**src/rtl/evm_pkg.sv**
```systemverilog
// Shared types and helpers for the multi-candidate voting machine.
package evm_pkg;

    typedef enum logic [2:0] {
        IDLE,
        WAIT_VOTER,
        WAIT_VOTE,
        VOTED,
        TALLY,
        DONE
    } evm_state_e;

    // Candidate id 0 is reserved to mean "no candidate".
    localparam int CAND_NONE = 0;

    function automatic int cand_id_width(input int num_cand);
        return $clog2(num_cand + 1);
    endfunction

endpackage

```
**src/rtl/evm_tally.sv**
```systemverilog
// Sequential max/tie scan over the candidate counters, one candidate per cycle.
module evm_tally
    import evm_pkg::*;
#(
    parameter int NUM_CAND = 4,
    parameter int WIDTH    = 8,
    parameter int CW       = 3
) (
    input  logic                           clk,
    input  logic                           rst,
    input  logic                           i_start,
    input  logic [NUM_CAND-1:0][WIDTH-1:0] i_counts,
    output logic                           o_busy,
    output logic                           o_last,
    output logic [CW-1:0]                  o_max_idx,
    output logic [WIDTH-1:0]               o_max,
    output logic                           o_tie
);

    logic             r_busy;
    logic [CW-1:0]    r_idx;
    logic [CW-1:0]    r_max_idx;
    logic [WIDTH-1:0] r_max;
    logic             r_tie;
    logic [WIDTH-1:0] w_cur;
    logic             w_last;

    always_comb begin
        w_cur = '0;
        for (int i = 0; i < NUM_CAND; i++) begin
            if (r_idx == CW'(i)) begin
                w_cur = i_counts[i];
            end
        end
    end

    assign w_last = r_busy && (r_idx == CW'(NUM_CAND - 1));

    // The running max starts at 0, so an all-zero ballot box ends with the tie flag set.
    always_ff @(posedge clk or posedge rst) begin
        if (rst) begin
            r_busy    <= 1'b0;
            r_idx     <= '0;
            r_max_idx <= '0;
            r_max     <= '0;
            r_tie     <= 1'b0;
        end else if (i_start) begin
            r_busy    <= 1'b1;
            r_idx     <= '0;
            r_max_idx <= '0;
            r_max     <= '0;
            r_tie     <= 1'b0;
        end else if (r_busy) begin
            if (w_cur > r_max) begin
                r_max     <= w_cur;
                r_max_idx <= r_idx;
                r_tie     <= 1'b0;
            end else if (w_cur == r_max) begin
                r_tie <= 1'b1;
            end
            if (w_last) begin
                r_busy <= 1'b0;
            end else begin
                r_idx <= r_idx + CW'(1);
            end
        end
    end

    assign o_busy    = r_busy;
    assign o_last    = w_last;
    assign o_max_idx = r_max_idx;
    assign o_max     = r_max;
    assign o_tie     = r_tie;

endmodule

```
**src/rtl/evm_multi.sv**
```systemverilog
// Parametrised voting machine controller; define EVM_VOTER_TIMEOUT_EN to enable
// the voter idle timeout in the vote-wait state.
module evm_multi
    import evm_pkg::*;
#(
    parameter  int NUM_CAND       = 4,
    parameter  int WIDTH          = 8,
    parameter  int TIMEOUT_CYCLES = 1000,
    localparam int CW             = cand_id_width(NUM_CAND)
) (
    input  logic                clk,
    input  logic                rst,
    input  logic                switch_on_evm,
    input  logic                candidate_ready,
    input  logic [NUM_CAND-1:0] vote_btn,
    input  logic                voting_session_done,
    input  logic [CW-1:0]       display_sel,
    input  logic                display_winner,
    output logic [CW-1:0]       candidate_id,
    output logic [WIDTH-1:0]    results,
    output logic                invalid_results,
    output logic                voting_in_progress,
    output logic                voting_done,
    output logic                tally_busy,
    output logic                vote_timeout
);

    evm_state_e                     r_state;
    evm_state_e                     w_next;
    logic [NUM_CAND-1:0][WIDTH-1:0] r_count;
    logic [NUM_CAND-1:0]            r_vote_oh;
    logic                           w_vote_ok;
    logic                           w_clear;
    logic                           w_start_scan;
    logic                           w_timeout_hit;
    logic                           w_scan_busy;
    logic                           w_scan_last;
    logic [CW-1:0]                  w_max_idx;
    logic [WIDTH-1:0]               w_max;
    logic                           w_tie;

    assign w_vote_ok    = (r_state == WAIT_VOTE) && !candidate_ready && $onehot(vote_btn);
    assign w_clear      = (r_state == IDLE) && switch_on_evm;
    assign w_start_scan = (r_state == WAIT_VOTER) && (w_next == TALLY);

    always_ff @(posedge clk or posedge rst) begin
        if (rst) begin
            r_state <= IDLE;
        end else begin
            r_state <= w_next;
        end
    end

    always_comb begin
        w_next             = r_state;
        candidate_id       = CW'(CAND_NONE);
        results            = '0;
        invalid_results    = 1'b0;
        voting_in_progress = 1'b0;
        voting_done        = 1'b0;
        case (r_state)
            IDLE: begin
                if (switch_on_evm) w_next = WAIT_VOTER;
            end
            WAIT_VOTER: begin
                if (candidate_ready) w_next = WAIT_VOTE;
                else if (voting_session_done) w_next = TALLY;
            end
            WAIT_VOTE: begin
                voting_in_progress = 1'b1;
                if (w_vote_ok) w_next = VOTED;
                else if (w_timeout_hit) w_next = WAIT_VOTER;
            end
            VOTED: begin
                voting_done = 1'b1;
                w_next      = candidate_ready ? WAIT_VOTE : WAIT_VOTER;
            end
            TALLY: begin
                if (w_scan_last) w_next = DONE;
            end
            DONE: begin
                invalid_results = w_tie;
                if (display_winner) begin
                    if (!w_tie) begin
                        candidate_id = w_max_idx + CW'(1);
                        results      = w_max;
                    end
                end else begin
                    for (int i = 0; i < NUM_CAND; i++) begin
                        if (display_sel == CW'(i)) begin
                            candidate_id = CW'(i + 1);
                            results      = r_count[i];
                        end
                    end
                end
                if (!switch_on_evm) w_next = IDLE;
            end
            default: w_next = IDLE;
        endcase
    end

    // The button is latched one-hot so VOTED can bump exactly one saturating counter.
    always_ff @(posedge clk or posedge rst) begin
        if (rst) begin
            r_count   <= '0;
            r_vote_oh <= '0;
        end else begin
            if (w_vote_ok) begin
                r_vote_oh <= vote_btn;
            end
            for (int i = 0; i < NUM_CAND; i++) begin
                if (w_clear) begin
                    r_count[i] <= '0;
                end else if ((r_state == VOTED) && r_vote_oh[i] && (r_count[i] != '1)) begin
                    r_count[i] <= r_count[i] + WIDTH'(1);
                end
            end
        end
    end

    evm_tally #(
        .NUM_CAND (NUM_CAND),
        .WIDTH    (WIDTH),
        .CW       (CW)
    ) u_tally (
        .clk       (clk),
        .rst       (rst),
        .i_start   (w_start_scan),
        .i_counts  (r_count),
        .o_busy    (w_scan_busy),
        .o_last    (w_scan_last),
        .o_max_idx (w_max_idx),
        .o_max     (w_max),
        .o_tie     (w_tie)
    );

    assign tally_busy = w_scan_busy;

`ifdef EVM_VOTER_TIMEOUT_EN
    localparam int TW = $clog2(TIMEOUT_CYCLES + 1);

    logic [TW-1:0] r_to_cnt;
    logic          r_to_pulse;

    assign w_timeout_hit = (r_state == WAIT_VOTE) && (r_to_cnt == TW'(TIMEOUT_CYCLES - 1));

    // Counter is held at zero outside WAIT_VOTE, so every entry starts a fresh window.
    always_ff @(posedge clk or posedge rst) begin
        if (rst) begin
            r_to_cnt   <= '0;
            r_to_pulse <= 1'b0;
        end else begin
            r_to_pulse <= w_timeout_hit && !w_vote_ok;
            if (r_state == WAIT_VOTE) begin
                r_to_cnt <= r_to_cnt + TW'(1);
            end else begin
                r_to_cnt <= '0;
            end
        end
    end

    assign vote_timeout = r_to_pulse;
`else
    assign w_timeout_hit = 1'b0;
    assign vote_timeout  = 1'b0;
`endif

endmodule

```
**config.mk**
```make
export PLATFORM = sky130hd
export DESIGN_NAME = evm_multi
export DESIGN_NICKNAME = d
export VERILOG_FILES = /design/src/rtl/evm_pkg.sv /design/src/rtl/evm_tally.sv /design/src/rtl/evm_multi.sv
export SDC_FILE = /design/constraint.sdc
export NUM_CORES = 1
export LEC_CHECK = 0
export ABC_AREA = 0
export BUFFER_PORTS_ARGS = -buffer_cell sky130_fd_sc_hd__buf_2
export CORE_UTILIZATION = 56
export CTS_CLUSTER_SIZE = 30
export DETAILED_ROUTE_END_ITERATION = 7
export PLACE_DENSITY = 0.83
export SKIP_CTS_REPAIR_TIMING = 1
export SYNTH_ARGS = -nofsm -noshare
export SYNTH_HDL_FRONTEND = slang
export SYNTH_SLANG_ARGS = --single-unit
```
**constraint.sdc**
```tcl
create_clock -name clk -period 3.15 [get_ports clk]
set_input_delay 0.4725 -clock clk [delete_from_list [all_inputs] [get_ports clk]]
set_output_delay 0.4725 -clock clk [all_outputs]
set_load 0.03 [all_outputs]
```
Word level (Yosys, flattened, before mapping)
Index checks and enable logic that the tools add are counted.

Register bits: 55. Bits in latches: 0. Bits in writable memories: 0. Memory bits (read-only): 0. Input port bits: 13. Output and inout port bits: 16. Memories: 0.

$add $sub $neg: 9. Multipliers: 0. Div/mod/pow operators: 0. Order comparisons: 1. Equality and inequality tests: 19. Shift operators: 0. Multiplexer cells: 53. Bitwise logic cells: 0. Reductions and logical operators: 27.

Operator list (count): 8-bit two-way mux (22); 3-bit two-way mux (18); 8-bit by 1-bit adder with 8-bit output (second input constant) (4); 8-bit != test (second input constant) (4); 3-bit by 2-bit equality test with 1-bit output (second input constant) (6); 3-bit case mux with 6 select lines (1); 1-bit logical AND (13); 3-bit by 1-bit equality test with 1-bit output (second input constant) (4); 2-bit nonzero test (6); 1-bit two-way mux (11); 3-bit equality test (second input constant) (3); 3-bit logical NOT (3); 8-bit equality test (1); 8-bit > comparator (1); 3-bit by 1-bit adder with 3-bit output (second input constant) (2); 2-bit AND reduction (3); 1-bit by 1-bit adder with 2-bit output (2); 2-bit by 2-bit adder with 3-bit output (1); 3-bit nonzero test (1); 2-bit two-way mux (1); 2-bit by 1-bit != test with 1-bit output (second input constant) (1); 1-bit logical NOT (1).

Depth between registers and ports, before layout
Gate-level depths: netlist (run 1).

Word-level depth: 10. Mapped depth: 13. Mapped depth without buffers: 11.

By module
Synthesis (run 1) repeated with hierarchy kept, for this count alone.

Cell total of the unflattened synthesis: 431. Area, all modules: 4011.3 sq um.

By module, submodules not included: evm_multi (times used 1, cells an instance 295, area an instance 2721.4 sq um, sequential area each 975.9 sq um); evm_tally (times used 1, cells an instance 136, area an instance 1290.0 sq um, sequential area each 400.4 sq um).

Least setup slack after synthesis (run 1)
No wires, ideal clock.

Path type: reg-to-reg. From: register u_tally.r_idx[0]. To: register u_tally.r_max[2], in the netlist u_tally.o_max[2]. Library setup time: 0.124 ns. Arrival time: 2.744 ns. Required time: 3.026 ns. Setup slack: 0.282 ns. Cell stages (with the launch flop): 14. Buffers on the path: 2. Cells stage by stage: dfrtp_1 -> inv_1 -> ha_1 -> clkbuf_1 -> a21oi_1 -> o21ai_0 -> a32o_1 -> ha_1 -> and4_1 -> or3b_1 -> and3_4 -> buf_6 -> nor3_2 -> nor3_2.

Cells in the longest elaborated chain, start to end: 8.

Ends and longest elaborated chain: start, declared (RTL line evm_tally.sv:21) `logic [CW-1:0] r_idx;`; start signal, assigned (RTL line evm_tally.sv:64) `r_idx <= r_idx + CW'(1);`; 3-bit logical NOT or 3-bit by 2-bit equality test with 1-bit output (tied branches) (RTL line evm_tally.sv:31, evm_tally.sv:37); 8-bit two-way mux or 1-bit logical AND (tied branches) (RTL line evm_tally.sv:31, evm_tally.sv:37); 8-bit two-way mux or 3-bit two-way mux (tied branches) (RTL line evm_tally.sv:31, evm_multi.sv:79); 8-bit two-way mux or 3-bit case mux with 6 select lines (tied branches) (RTL line evm_tally.sv:31, evm_multi.sv:61); 8-bit two-way mux or 3-bit equality test (tied branches) (RTL line evm_tally.sv:31, evm_multi.sv:44); 8-bit > comparator, or another cell as far along (RTL line evm_tally.sv:54) `if (w_cur > r_max) begin`; 2-bit nonzero test (no line) or 8-bit two-way mux (tied branches); 2-bit AND reduction (no line) or 8-bit two-way mux (tied branches); end signal, assigned (RTL line evm_tally.sv:55) `r_max <= w_cur;`; end, declared (RTL line evm_tally.sv:23) `logic [WIDTH-1:0] r_max;`.

Parallel ways exist; a longest one is shown, timed or not. The select of a mux whose other input is x is not followed. A chain may end at the register's enable or synchronous reset.

Worst setup path in the final report (run 1)
From: register u_tally.r_idx[1]. To: register u_tally.r_max_idx[1], in the netlist u_tally.o_max_idx[1].

Cells in the longest elaborated chain, start to end: 8.

Ends and longest elaborated chain: 3-bit logical NOT or 3-bit by 2-bit equality test with 1-bit output (tied branches) (RTL line evm_tally.sv:31, evm_tally.sv:37); 8-bit two-way mux or 1-bit logical AND (tied branches) (RTL line evm_tally.sv:31, evm_tally.sv:37); 8-bit two-way mux or 3-bit two-way mux (tied branches) (RTL line evm_tally.sv:31, evm_multi.sv:79); 8-bit two-way mux or 3-bit case mux with 6 select lines (tied branches) (RTL line evm_tally.sv:31, evm_multi.sv:61); 8-bit two-way mux or 3-bit equality test (tied branches) (RTL line evm_tally.sv:31, evm_multi.sv:44); 8-bit > comparator or 1-bit logical AND (tied branches) (RTL line evm_tally.sv:54, evm_multi.sv:44); 2-bit nonzero test (no line); 2-bit AND reduction (no line); end signal, assigned (RTL line evm_tally.sv:56) `r_max_idx <= r_idx;`; end, declared (RTL line evm_tally.sv:22) `logic [CW-1:0] r_max_idx;`.

Parallel ways exist; a longest one is shown, timed or not. The select of a mux whose other input is x is not followed.

==> out/results.txt, run 1 <==
failing checks - DRC
I/O Pins - 29
row count - 29
Port Buf Inserts - 27
Finished Layout Cells - 522
first-pass GRT wire length - 15620 um
Yosys reg bits - 55
largest net degree at the start of global routing - 33
gpl congestion - 1.001
RSZ-0062 raised after global routing - false
NumNets Final - 478
Worst Clk Skew - 0.006887 ns
DR pass1 iterations - 6
P_int - 1.525 mW
worst skew pair latency - 0.32 ns
Setup Viol. Count Final - 0
final core utilization - 63.19%
crit share post-route - 94.83%
Hold WS - 0.1735 ns
H-tree depth - 2
chip width - 84.58 um
syn_nets - 458
Inserted Clock Buffers - 5
worst path arrival time - 3.15 ns
most frequent cells in the layout - nor2_1, dfrtp_1, a21oi_1
Die Height - 84.58 um
Final Critical Period - 2.987 ns
worst hold-check path type - in -> async
vias per cell - 6.257
NetSw - 1.205 mW
static leakage - 1.764 nW
clk sinks - 55
antenna-violating nets left - 0
CP required - 3.32 ns
Total Neg Setup Slack - 0 ns
Post-Synthesis Cells - 424
pwr dens - 669.1 nW/um^2
combinational share of power - 44.5%
dpl hpwl - 7033 um
status - finished with violations
sequential fraction of design power - 41.1%
vias in the first global route - 3266
Netlist cell types - 52
filler cell count - 561
TritonCTS clock tree - yes
grt ovf - 0
Worst-Margin Slew - 0.8350 ns
layout cell share with drive strength beyond 1 - 19.10%
total track usage - 27.85%
CTS Buffer Depth - 2
routed wire length - 9296 um
synth warn - 0
P&R area growth vs syn - 6.881%
Synth async-reset ratio - 100.0%
# DRC - 2
Switching Fraction - 44.14%
Mapped Avg Cell Area - 9.006 um^2
die area - 7153 um^2
Final Cell Area - 4081 um^2
clk slew on worst S/H paths - 0.10 ns
Crit Path Class - reg -> reg
pre-CTS setup slack - 0.06085 ns
sequential area share after synthesis - 36.04%
total power - 2.731 mW
most common cell after layout, fill and taps aside - nor2_1
Wirelength per Cell - 17.81 um
nature of the critical path endpoint - flop
Placeable Area - 6459 um^2
Cell Area, Synth - 3819 um^2
initial antenna violation count - 0
Iteration-0 DRC Markers - 250
Max Clk Rate - 334.8 MHz
Placed Area - 3985 um^2
DR vias - 3266
final max-slew violation count - 0
Initial Util - 59.12%
slew margin rel. - 44.22%
power share of the clock group - 14.4%
Final WS setup - 0.1629 ns
Max Cap Viol - 0
startpoint types - flop
Post-synth EDFFs - 0
Max VDD drop - 527.7 uV
clk root buf - clkbuf_8
ys flop type - dfrtp_1
crit-path max FO - 16
dpl cells - 514
Final Hold Fails - 0
ant diodes - 0
==> worst max-delay path, cell delays in order, from the launching register on <==
cell	delay, ns
dfrtp_1	0.43
inv_1	0.11
ha_2	0.27
a21oi_1	0.19
o21ai_0	0.12
a32o_1	0.27
ha_1	0.28
and4_1	0.20
or3b_1	0.40
and3_4	0.27
o21ai_2	0.18
a21oi_1	0.10
==> cells in the mapped netlist, types with 5 or more instances <==
cell	count	area (um^2)
nand2_1	30	112.6
clkbuf_1	7	26.28
nand3_1	14	70.07
buf_2	8	40.04
inv_1	27	101.4
ha_1	20	250.2
o21ai_0	16	80.08
dfrtp_1	55	1376
a22oi_1	5	37.54
nor3_2	18	180.2
nor2b_1	9	56.30
nor2_1	56	210.2
mux2i_1	6	60.06
a32o_1	7	70.07
nor3_1	12	60.06
a211oi_1	7	52.55
xnor2_1	17	148.9
a21oi_1	35	175.2
nand2b_1	10	62.56
xor2_1	7	61.31
==> registers in the layout, indices dropped and copies added, names as in the netlist <==
| name | cells |
|---|---|
| u_tally.o_max_idx | 3 |
| u_tally.o_max | 8 |
| r_count | 32 |
| u_tally.o_busy | 1 |
| r_vote_oh | 4 |
| u_tally.r_idx | 3 |
| u_tally.o_tie | 1 |
| r_state | 3 |
==> area by class of cell <==
type / instances / area [um^2] / share of cell area [%]
clock buffer: 6 / 72.57 / 1.778
clock inverter: 2 / 12.51 / 0.3066
inverter: 27 / 101.3 / 2.483
multi-input combinational: 321 / 2233 / 54.72
sequential: 55 / 1378 / 33.75
tap: 77 / 96.34 / 2.361
timing repair buffer: 34 / 187.7 / 4.598
==> cell families after synthesis <==
kind of cell	synth area share [%]
buf+inv	5.865
xor+xnor	5.505
fa+ha+maj	7.077
compound gates	15.79
simple gates	25.39
mux	4.227
flops	36.04
other cells	0.09820
==> path summary, 6_finish.rpt <==
kind,startpoint,endpoint,slack (ns),cells past startpoint
max in group asynchronous,rst,u_tally.r_idx[0],2.15,3
worst max-delay path,u_tally.r_idx[1],u_tally.o_max_idx[1],0.16,11
worst min register to register,r_vote_oh[0],r_vote_oh[0],0.50,2
worst min-delay path,rst,r_count[10],0.17,2
worst max register to register,u_tally.r_idx[1],u_tally.o_max_idx[1],0.16,11
min in group clk,vote_btn[2],r_vote_oh[2],0.41,2
==> power groups by stage <==
stage               Combinational, mW  Clock, mW  Sequential, mW
floorplan                       0.988          0            1.04
global placement                 1.15          0            1.11
detailed placement               1.19          0            1.12
CTS                              1.20      0.396            1.11
global route                     1.37      0.429            1.14
finish                           1.21      0.394            1.12
==> routing by layer <==
metal,vias to the layer above,wire length [um],global-route usage (%)
li1,1526,-,-
met1,1607,4092,36.66
met2,108,4357,44.35
met3,25,627,6.785
met4,0,219,11.09
met5,-,0,0
No activity file was read; power rests on OpenSTA's default activity.
==> run 2: changes to the inputs <==
- BUFFER_PORTS_ARGS: -buffer_cell sky130_fd_sc_hd__buf_2 -> not set
- DONT_BUFFER_PORTS: not set -> 1
- PLACE_DENSITY: 0.83 -> 0.79
- SYNTH_HIERARCHICAL: not set -> 1
- TNS_END_PERCENT: not set -> 20
==> run 2 against run 1 <==
  * Sequential power about the same
  * Combinational power increased by 3%
  * Critical endpoint is now u_tally/o_max[7]
  * Largest cell class unchanged
  * Largest power group unchanged
  * Area after synthesis rose by 5.0%
  * The run now ends clean
  * Sequential cell count did not move
  * Critical path depth stayed put
  * Critical path type unchanged
  * Clock power up 15%
  * Non-clock buffer count shrank 29
  * Clock skew fell by 0.0010 ns
==> out/results.txt, run 2 <==
CP required - 3.33 ns
R2R Setup Slk - 0.12 ns
chip width - 86.64 um
worst skew pair latency - 0.31 ns
vias in the first global route - 3045
worst path arrival time - 3.21 ns
Switching Fraction - 43.24%
crit share post-route - 96.14%
slew margin rel. - 48.00%
Netlist cell types - 65
layout cell share with drive strength beyond 1 - 13.10%
P_int - 1.615 mW
Post-Synthesis Cells - 431
Synth async-reset ratio - 100.0%
nature of the critical path endpoint - flop
Port Buf Inserts - 0
Setup Viol. Count Final - 0
TritonCTS clock tree - yes
sequential fraction of design power - 39.9%
Worst-Margin Slew - 0.7800 ns
pre-CTS setup slack - 0.2338 ns
Reg2Reg Depth - 11
Final Hold Fails - 0
dpl hpwl - 6976 um
syn_nets - 465
final core utilization - 60.02%
Placeable Area - 6869 um^2
Post-synth EDFFs - 0
GR peak layer - met2
Max VDD drop - 457.1 uV
initial antenna violation count - 1
synth warn - 6
NetSw - 1.230 mW
H-tree depth - 2
grt ovf - 0
Worst Setup EP - u_tally/o_max[7]
Iteration-0 DRC Markers - 352
clk root buf - clkbuf_8
final max-slew violation count - 0
worst hold-check path type - in -> async
power share of the clock group - 16.0%
DR vias - 3261
largest net degree at the start of global routing - 40
ant diodes - 0
met3 GRT Util - 6.667%
Final WS setup - 0.1217 ns
Hold WS - 0.1139 ns
Cell Area, Synth - 4011 um^2
Mapped Avg Cell Area - 9.307 um^2
most common cell in the synthesized netlist - dfrtp_1
sequential area share after synthesis - 34.31%
most frequent cells in the layout - dfrtp_1, nor2_1, nand2_1
Wirelength per Cell - 18.04 um
status - completed
vias per cell - 6.320
static leakage - 1.860 nW
Critical R2R Launch - u_tally/r_idx[0]
Yosys reg bits - 55
combinational share of power - 44.1%
NumNets Final - 454
startpoint types - flop
largest area contributor in the netlist - dfrtp_1
r2r endpoint - u_tally/o_max[7]
row count - 30
I/O Pins - 29
crit-path max FO - 8
Worst Clk Skew - 0.005848 ns
share of the synthesized area in the top cell type - 34.31%
total track usage - 26.20%
P&R area growth vs syn - 2.776%
Synth top cells by count - dfrtp_1, nor2_1, nand2_1
first-pass GRT wire length - 15140 um
Inserted Clock Buffers - 5
max FFs per register - 32
Max Clk Rate - 330.2 MHz
DR pass1 iterations - 5
pwr dens - 689.9 nW/um^2
gpl congestion - 0.9828
routed wire length - 9311 um
most common cell after layout, fill and taps aside - dfrtp_1
# DRC - 0
Initial Util - 58.40%
Crit Path Class - reg -> reg
Die Height - 86.64 um
GR Util met2 - 40.84%
routing usage on met1 - 35.85%
CP startpoint - u_tally/r_idx[0]
die area - 7506 um^2
ys flop type - dfrtp_1
CTS Buffer Depth - 2
Top reg by flops - r_count
Synth area leaders - dfrtp_1, ha_1, mux2i_1, nor2_1, nand2_1
Final Critical Period - 3.028 ns
antenna-violating nets left - 0
Max Cap Viol - 0
clk sinks - 55
clk slew on worst S/H paths - 0.09 ns
[run 2: cell types whose count changed after synthesis, moves of 8 or more]
| cell | before | now |
|---|---|---|
| a2bb2oi_1 | 0 | 8 |
| nor3_2 | 18 | 0 |
| a21oi_1 | 35 | 21 |
| a221oi_1 | 0 | 8 |
| mux2i_1 | 6 | 15 |
| nor2_1 | 56 | 38 |
[run 2: layout make-up]
cell class	count	area, um^2
clock inverter	1	30.03
fill	581	2746
inverter	27	101.3
tap	96	120.1
clock buffer	6	72.57
timing repair buffer	5	37.54
sequential	55	1376
multi-input combinational	326	2385
[run 2: how the worst min path moves through the flow]
stage | to | slack, ns | from
final | u_tally/r_idx[2] | 0.11 | rst
after global placement | u_tally/r_idx[2] | 0.47 | rst
after CTS | u_tally/r_idx[1] | 0.13 | rst
after detailed placement | u_tally/o_max[0] | 0.47 | rst
after global routing | u_tally/r_idx[2] | 0.16 | rst
after floorplan | u_tally/o_busy | 0.39 | rst
[run 2: kinds of logic (layout without fill, tap and decap cells)]
family	Yosys count	in the layout	share of synthesized area, %
AND/OR/NAND/NOR	154	154	22.05
AO/OA/AOI/OAI	118	118	22.99
flip-flops	55	55	34.31
buffers and inverters	50	39	6.301
adder cells (fa/ha/maj)	21	21	6.737
XOR/XNOR	16	16	3.493
multiplexers	16	16	4.024
other	1	1	0.09348
[run 2: routing by layer]
| layer | vias up | wire, um |
|---|---|---|
| met4 | 0 | 170 |
| met2 | 145 | 4220 |
| li1 | 1554 | - |
| met3 | 23 | 695 |
| met5 | - | 0 |
| met1 | 1539 | 4225 |
[run 2: power by group through the flow]
stage | sequential (mW) | clock (mW) | combinational (mW)
2_1_floorplan | 1.02 | 0 | 1.15
3_3_place_gp | 1.14 | 0 | 1.17
3_5_place_dp | 1.14 | 0 | 1.23
4_1_cts | 1.13 | 0.466 | 1.23
5_1_grt | 1.16 | 0.489 | 1.38
6_report | 1.14 | 0.455 | 1.25
[run 2: through the flow]
step / cells / cell area (um^2) / setup TNS (ns) / power (mW)
final: 516 / 4123 / 0 / 2.844
after global routing: 516 / 4123 / -0.1019 / 3.027
after CTS: 516 / 4120 / 0 / 2.828
after detailed placement: 509 / 4018 / 0 / 2.371
after global placement: 509 / 4018 / 0 / 2.310
after floorplan: 431 / 4011 / 0 / 2.170
[run 2: critical path, stage by stage (launching register included)]
cell and delay (ns):
dfrtp_1 0.46, ha_1 0.23, ha_1 0.22, nor2_1 0.33, o21ai_0 0.21, o21ai_2 0.23, ha_1 0.30, a41oi_1 0.22
o21ai_2 0.10, o211a_1 0.19, nor2_2 0.27, a211oi_1 0.13
